<file path="src/rtl/ofmap_wr_l7.sv">
// Output-feature-map writer: walks x/y/u over one layer, turns each accepted
// result beat into a registered memory write with optional ReLU clamping.
module ofmap_wr_l7 #(
  parameter int MAP_W = 14,
  parameter int MAP_H = 14,
  parameter int N_GRP = 5,
  parameter int DW    = 16,
  parameter int AW    = 10
) (
  input  logic          clk,
  input  logic          rst,
  input  logic          start,
  input  logic          hold,
  input  logic          relu_en,
  input  logic          in_valid,
  input  logic [DW-1:0] in_data,
  output logic          in_ready,
  output logic          mem_we,
  output logic [AW-1:0] mem_addr,
  output logic [DW-1:0] mem_wdata,
  output logic [4:0]    x,
  output logic [4:0]    y,
  output logic [2:0]    u,
  output logic          row_done,
  output logic          busy,
  output logic          done
);

  typedef enum logic [1:0] {IDLE, RUN, LAST} state_t;

  localparam logic [4:0] X_MAX = 5'(MAP_W - 1);
  localparam logic [4:0] Y_MAX = 5'(MAP_H - 1);
  localparam logic [2:0] U_MAX = 3'(N_GRP - 1);

  state_t state, state_nxt;

  logic                 accept;
  logic                 wrap_x, wrap_y, wrap_u;
  logic                 last_beat;
  logic [AW-1:0]        addr_p0;
  logic                 vld_p1;
  logic                 done_p1;
  logic [AW-1:0]        addr_p1;
  logic signed [DW-1:0] wdata_p1;

  function automatic logic signed [DW-1:0] relu_clamp(
    input logic signed [DW-1:0] d,
    input logic                 en
  );
    return (en && d[DW-1]) ? '0 : d;
  endfunction

  assign in_ready  = (state == RUN) && !hold;
  assign accept    = in_valid && in_ready;
  assign wrap_x    = (x == X_MAX);
  assign wrap_y    = (y == Y_MAX);
  assign wrap_u    = (u == U_MAX);
  assign last_beat = accept && wrap_x && wrap_y && wrap_u;
  assign row_done  = accept && wrap_x;
  assign busy      = (state != IDLE);

  always_ff @(posedge clk or negedge rst) begin
    if (!rst) state <= IDLE;
    else      state <= state_nxt;
  end

  always_comb begin
    state_nxt = state;
    case (state)
      IDLE:    if (start) state_nxt = RUN;
      RUN:     if (last_beat) state_nxt = LAST;
      LAST:    state_nxt = IDLE;
      default: state_nxt = IDLE;
    endcase
  end

  // Stage p0: scan position and linear address counter (no multiply needed
  // because the scan order matches the memory layout u-major, then y, then x).
  always_ff @(posedge clk or negedge rst) begin
    if (!rst) begin
      x       <= '0;
      y       <= '0;
      u       <= '0;
      addr_p0 <= '0;
    end else if (state == IDLE && start) begin
      x       <= '0;
      y       <= '0;
      u       <= '0;
      addr_p0 <= '0;
    end else if (accept) begin
      addr_p0 <= addr_p0 + 1'b1;
      x       <= wrap_x ? 5'd0 : x + 5'd1;
      if (wrap_x) y <= wrap_y ? 5'd0 : y + 5'd1;
      if (wrap_x && wrap_y) u <= wrap_u ? 3'd0 : u + 3'd1;
    end
  end

  // Stage p1: registered write port; address/data hold between writes.
  always_ff @(posedge clk or negedge rst) begin
    if (!rst) begin
      vld_p1   <= 1'b0;
      done_p1  <= 1'b0;
      addr_p1  <= '0;
      wdata_p1 <= '0;
    end else begin
      vld_p1  <= accept;
      done_p1 <= last_beat;
      if (accept) begin
        addr_p1  <= addr_p0;
        wdata_p1 <= relu_clamp(in_data, relu_en);
      end
    end
  end

  assign mem_we    = vld_p1;
  assign mem_addr  = addr_p1;
  assign mem_wdata = wdata_p1;
  assign done      = done_p1;

endmodule
</file>
<file path="config.mk">
export PLATFORM = sky130hd
export DESIGN_NAME = ofmap_wr_l7
export DESIGN_NICKNAME = d
export VERILOG_FILES = /design/src/rtl/ofmap_wr_l7.sv
export SDC_FILE = /design/constraint.sdc
export NUM_CORES = 1
export LEC_CHECK = 0
export ABC_CLOCK_PERIOD_IN_PS = 1900
export BUFFER_PORTS_ARGS = -buffer_cell sky130_fd_sc_hd__buf_2
export CAP_MARGIN = 30
export CORE_MARGIN = 10
export CORE_UTILIZATION = 52
export DETAILED_ROUTE_END_ITERATION = 8
export GPL_TIMING_DRIVEN = 0
export PLACE_DENSITY = 0.78
export RECOVER_POWER = 50
export SLEW_MARGIN = 20
export SYNTH_ARGS = -nofsm -noshare
export SYNTH_HDL_FRONTEND = slang
export SYNTH_SLANG_ARGS = --single-unit
</file>
<file path="constraint.sdc">
create_clock -name clk -period 1.9 [get_ports clk]
set_clock_uncertainty 0.05 [all_clocks]
set_input_delay 0 -clock clk [delete_from_list [all_inputs] [get_ports clk]]
set_output_delay 0 -clock clk [all_outputs]
set_load 0.02 [all_outputs]
</file>
-- Yosys cells after proc, flatten, opt, wreduce, memory -nomap -nowiden
Cells that the tools add are included.
- register bits after elaboration: 53
- input port bits: 22
- output and inout bits: 44
- logic and storage cells: 53
- $add $sub $neg: 4
- eq/ne operators: 6
- muxes and demuxes: 17
- reductions and logical operators: 17
- operators with widths (operator ; count):
    $mux 5 ; 7
    $mux 10 ; 2
    $mux 16 ; 1
    $mux 3 ; 4
    $add 10x1->10 const B ; 1
    $add 5x1->5 const B ; 2
    $eq 5x4->1 const B ; 2
    $logic_and 1x1->1 ; 8
    $reduce_bool 2->1 ; 4
    $reduce_and 2->1 ; 3
    $mux 2 ; 2
    $ne 2x2->1 const B ; 2
    $pmux 2 s2 ; 1
    $add 3x1->3 const B ; 1
    $eq 3x3->1 const B ; 1
    $eq 2x1->1 const B ; 1
    $logic_not 2->1 ; 1
    $logic_not 1->1 ; 1

-- Longest topological paths before layout
- depth in word-level cells: 8
- depth in mapped cells: 7
- gate-level depth less buffers: 5

-- Worst setup path after synthesis
Ideal clock, no wire load.
- path kind: flip-flop to flip-flop
- start: register x[0]
- end: register y[4]
- library setup time: 0.079 ns
- arrival time: 1.509 ns
- data required time: 1.771 ns
- path slack: 0.261 ns
- cell stages (with the launch flop): 6
- clock period less this slack: 1.639 ns
- path through: dfrtp_1 -> ha_1 -> nand4b_1 -> clkbuf_1 -> nor3_1 -> mux2i_1
- cells in the longest elaborated chain, start to end: 3
- ends and longest elaborated chain (element ; line ; RTL):
    from (decl) ; 21 ; output logic [4:0] x,
    from (signal assigned) ; 92 ; x <= wrap_x ? 5'd0 : x + 5'd1;
    $eq 5x4->1 ; 55 ; assign wrap_x = (x == X_MAX);
    $reduce_bool 2->1 (no line) ; - ;
    $reduce_and 2->1 (no line) ; - ;
    to (signal assigned) ; 93 ; if (wrap_x) y <= wrap_y ? 5'd0 : y + 5'd1;
    to (decl) ; 22 ; output logic [4:0] y,
No other way between the ends.
A chain may end at the register's enable or synchronous reset.

-- Worst setup path after layout
- start: register state[1]
- end: output row_done
- cells in the longest elaborated chain, start to end: 4
- ends and longest elaborated chain (element ; line ; RTL):
    from (decl) ; 35 ; state_t state, state_nxt;
    from (signal assigned) ; 64 ; else state <= state_nxt;
    $eq 2x1->1 ; 53 ; assign in_ready = (state == RUN) && !hold;
    $logic_and 1x1->1 ; 53 ;
    $logic_and 1x1->1 ; 54 ; assign accept = in_valid && in_ready;
    $logic_and 1x1->1 ; 59 ; assign row_done = accept && wrap_x;
    to (decl) ; 24 ; output logic row_done,
No other way between the ends.

==> key figures <==
Run status
  • Status: finished clean

Timing
  • Final Slew Violations: 0
  • Post-layout min period: 1.81 ns
  • Worst-Margin Slew: 1.27 ns
  • Final worst setup slack: 0.0915 ns
  • Tcrit/Tclk final: 95.2%
  • Rel. slew slack: 15.3%
  • # setup viols final: 0
  • Max Freq: 0.553 GHz
  • Count of final hold-check violations: 0

Global routing
  • Number of global-route vias before repair: 2,170
  • GR Overflow Total: 0
  • Global Route Usage Sum: 16.3%
  • Initial antenna violation count: 1
  • Met2 Usage GRT: 27.0%
  • Busiest metal layer after global routing: met2
  • Global-route wire length before repair: 10,200 um
  • Largest net degree at the start of global routing: 54
  • Grt met1 use: 19.5%
  • Met3 usage: 4.14%

Detailed routing
  • Wirelength per Cell: 16.6 um
  • # DRC: 0
  • DR vias/cell: 5.56
  • Post-route ant nets: 0
  • Pre-antenna DRT Iters: 5
  • Detailed Route Iter0 Violations: 138
  • Drt total wl: 6670 um
  • Via count: 2,237

Logic synthesis
  • Synth unique cells: 38
  • Compound-gate portion of the synthesized area: 7.38%
  • Syn Std Cell Area: 2460 um^2
  • EDFF count, synth: 0
  • Asr flop ratio synth: 100%
  • Synth top area cells: dfrtp_1 (54%), nand2_1 (11%), nand3_1 (4.9%), ha_1 (3.6%), mux2i_1 (2.0%)
  • Synth Area in XOR/XNOR: 0.356%
  • Yosys top cell by area: dfrtp_1
  • Adder-Cell Fraction of Synth Area: 3.56%
  • Post-Syn Area per Cell: 9.60 um^2
  • #FFs+latches synth: 53
  • Post-Syn Nets: 285
  • Synth warn: 0
  • Largest family of logic cells by synthesized area: simple AND/OR/NAND/NOR gates
  • Synth cell count leaders: nand2_1 (72), dfrtp_1 (53), nand3_1 (24)
  • Post-Synthesis Cells: 256
  • Mux share of post-synthesis cell area: 2.49%
  • Simple-gate share of the synthesized area: 28.1%
  • Sequential area share after synthesis: 54.0%
  • Most frequent cell after synthesis: nand2_1
  • Ys flop type: dfrtp_1
  • Area share of the largest cell type after synthesis: 54.0%

Clocking
  • Worst-path clk slew: 0.09 ns
  • Total CTS buffers: 5
  • Htree depth: 2
  • CTS max path bufs: 2
  • Clk_lat worst skew: 0.31 ns
  • CTS sink count: 53
  • CTS tree: done
  • Root buffer cell: clkbuf_8

Placement
  • RePlAce Congestion: 0.887
  • Placement Cell Area: 2850 um^2
  • Dpl ws: 0.110 ns
  • IO Port Bufs: 65
  • Dpl hpwl: 4370 um

Floorplan
  • I/O pins: 66
  • Die extent in y: 88.7 um
  • DIE AREA: 7880 um^2
  • Row count: 24
  • Die width: 88.7 um
  • Total core area: 4470 um^2
  • Starting Density: 54.9%

Setup path
  • CP arrival: 1.76 ns
  • Req. time, crit path: 1.85 ns
  • Setup crit end kind: primary output
  • Crit start category: flop
  • Crit path kind: reg2out
  • Crit-path max FO: 10

Flow run
  • Max-cap viol count: 0

Min path
  • Worst hold path class: in2out

Finish
  • Fill cell count: 357
  • Net count, final: 377
  • Layout cells sized above 1: 20.6%
  • Area delta synth->final: 28.0%
  • Fin area: 3150 um^2

Power
  • Peak VDD IR: 766 uV
  • Power per cell area: 989 nW/um^2
  • Static Leak: 1.58 nW
[power by group]
part	total, mW	internal, mW	switching (mW)
combinational	0.823	0.296	0.527
clock	0.757	0.396	0.361
sequential	1.53	1.32	0.213
total	3.11	2.01	1.10
[cell families after synthesis]
logic type,after synthesis
xor gates and xnor gates,1
AOI/OAI and AO/OA,28
and+or+nand+nor,139
buffers and inverters,22
muxes,6
adders and majority gates,7
DFF,53
[critical path: stages (launching register included)]
cell	delay (ns)
dfrtp_1	0.42
nand4bb_1	0.18
buf_2	0.18
buf_4	0.19
clkbuf_4	0.19
nor2_1	0.12
buf_4	0.16
[registers in the layout (all words and copies together), names as in the netlist]
| signal | flops |
|---|---|
| mem_wdata | 16 |
| done | 1 |
| u | 3 |
| state | 2 |
| y | 5 |
| addr_p0 | 10 |
| mem_addr | 10 |
| x | 5 |
| mem_we | 1 |
[path summary, 6_finish.rpt]
check,from,cells past startpoint,slack [ns],to
max,state[1]$_DFFE_PN0P_,6,0.09,row_done
min reg2reg,mem_wdata[2]$_DFFE_PN0N_,2,0.43,mem_wdata[2]$_DFFE_PN0N_
max reg2reg,x[1]$_DFFE_PN0P_,5,0.17,y[1]$_DFFE_PN0P_
min,hold,3,0.22,in_ready
max in group asynchronous,rst,2,0.51,x[0]$_DFFE_PN0P_
min in group asynchronous,rst,2,0.46,mem_addr[9]$_DFFE_PN0N_
[metrics by stage]
stage	hold slack (ns)	total power [mW]	setup TNS, ns	utilization, %	std cells
after floorplan	-0.346	2.01	0	-	256
after global placement	0.170	2.31	0	63.6	373
after detailed placement	0.0265	2.34	0	63.7	373
after CTS	0.222	3.12	0	70.5	400
after global routing	0.246	3.29	-0.0109	70.3	402
final	0.220	3.11	0	70.3	402
[layout make-up]
type	count	area, um^2	area share (%)
tap	52	65.1	2.07
inverter	8	30.0	0.955
antenna	1	2.50	0.0796
multi-input combinational	181	1030	32.7
buffer	14	80.1	2.55
clock inverter	2	38.8	1.23
clock buffer	6	72.6	2.31
timing repair buffer	85	499	15.9
sequential	53	1330	42.2
[cells in the final DEF (no fill, tap or decap), types with 2 or more instances in the layout]
master / count
nand2_1: 72
dfrtp_1: 52
buf_2: 49
clkbuf_1: 24
nand3_1: 24
dlygate4sd3_1: 19
inv_1: 8
o21ai_0: 7
a21oi_1: 7
ha_1: 7
buf_4: 6
nor2_1: 6
nand4_1: 6
or4_1: 6
mux2i_1: 5
clkbuf_8: 5
nor3_1: 4
nor4_2: 3
o31ai_1: 3
or2_2: 2
nand4b_1: 2
nor3b_1: 2
or3_1: 2
nor4_1: 2
nand3b_1: 2
and4b_1: 2
o22ai_1: 2
nand2b_1: 2
a31oi_1: 2
[per-layer routing]
layer  vias up  wire length, um
met2        94             3350
met1      1048             2630
met4         0              220
met3        20              470
met5         -                0
li1       1075                -
[timing repair]
action                                  4_1_cts  5_1_grt
cloned                                        0        0
setup buffers                                 0        1
endpoints found under the setup margin        1        1
hold buffers                                 19        0
hold endpoints to repair                     70        0
gates resized for setup                       1        8
(Power assumes the default switching activity.)
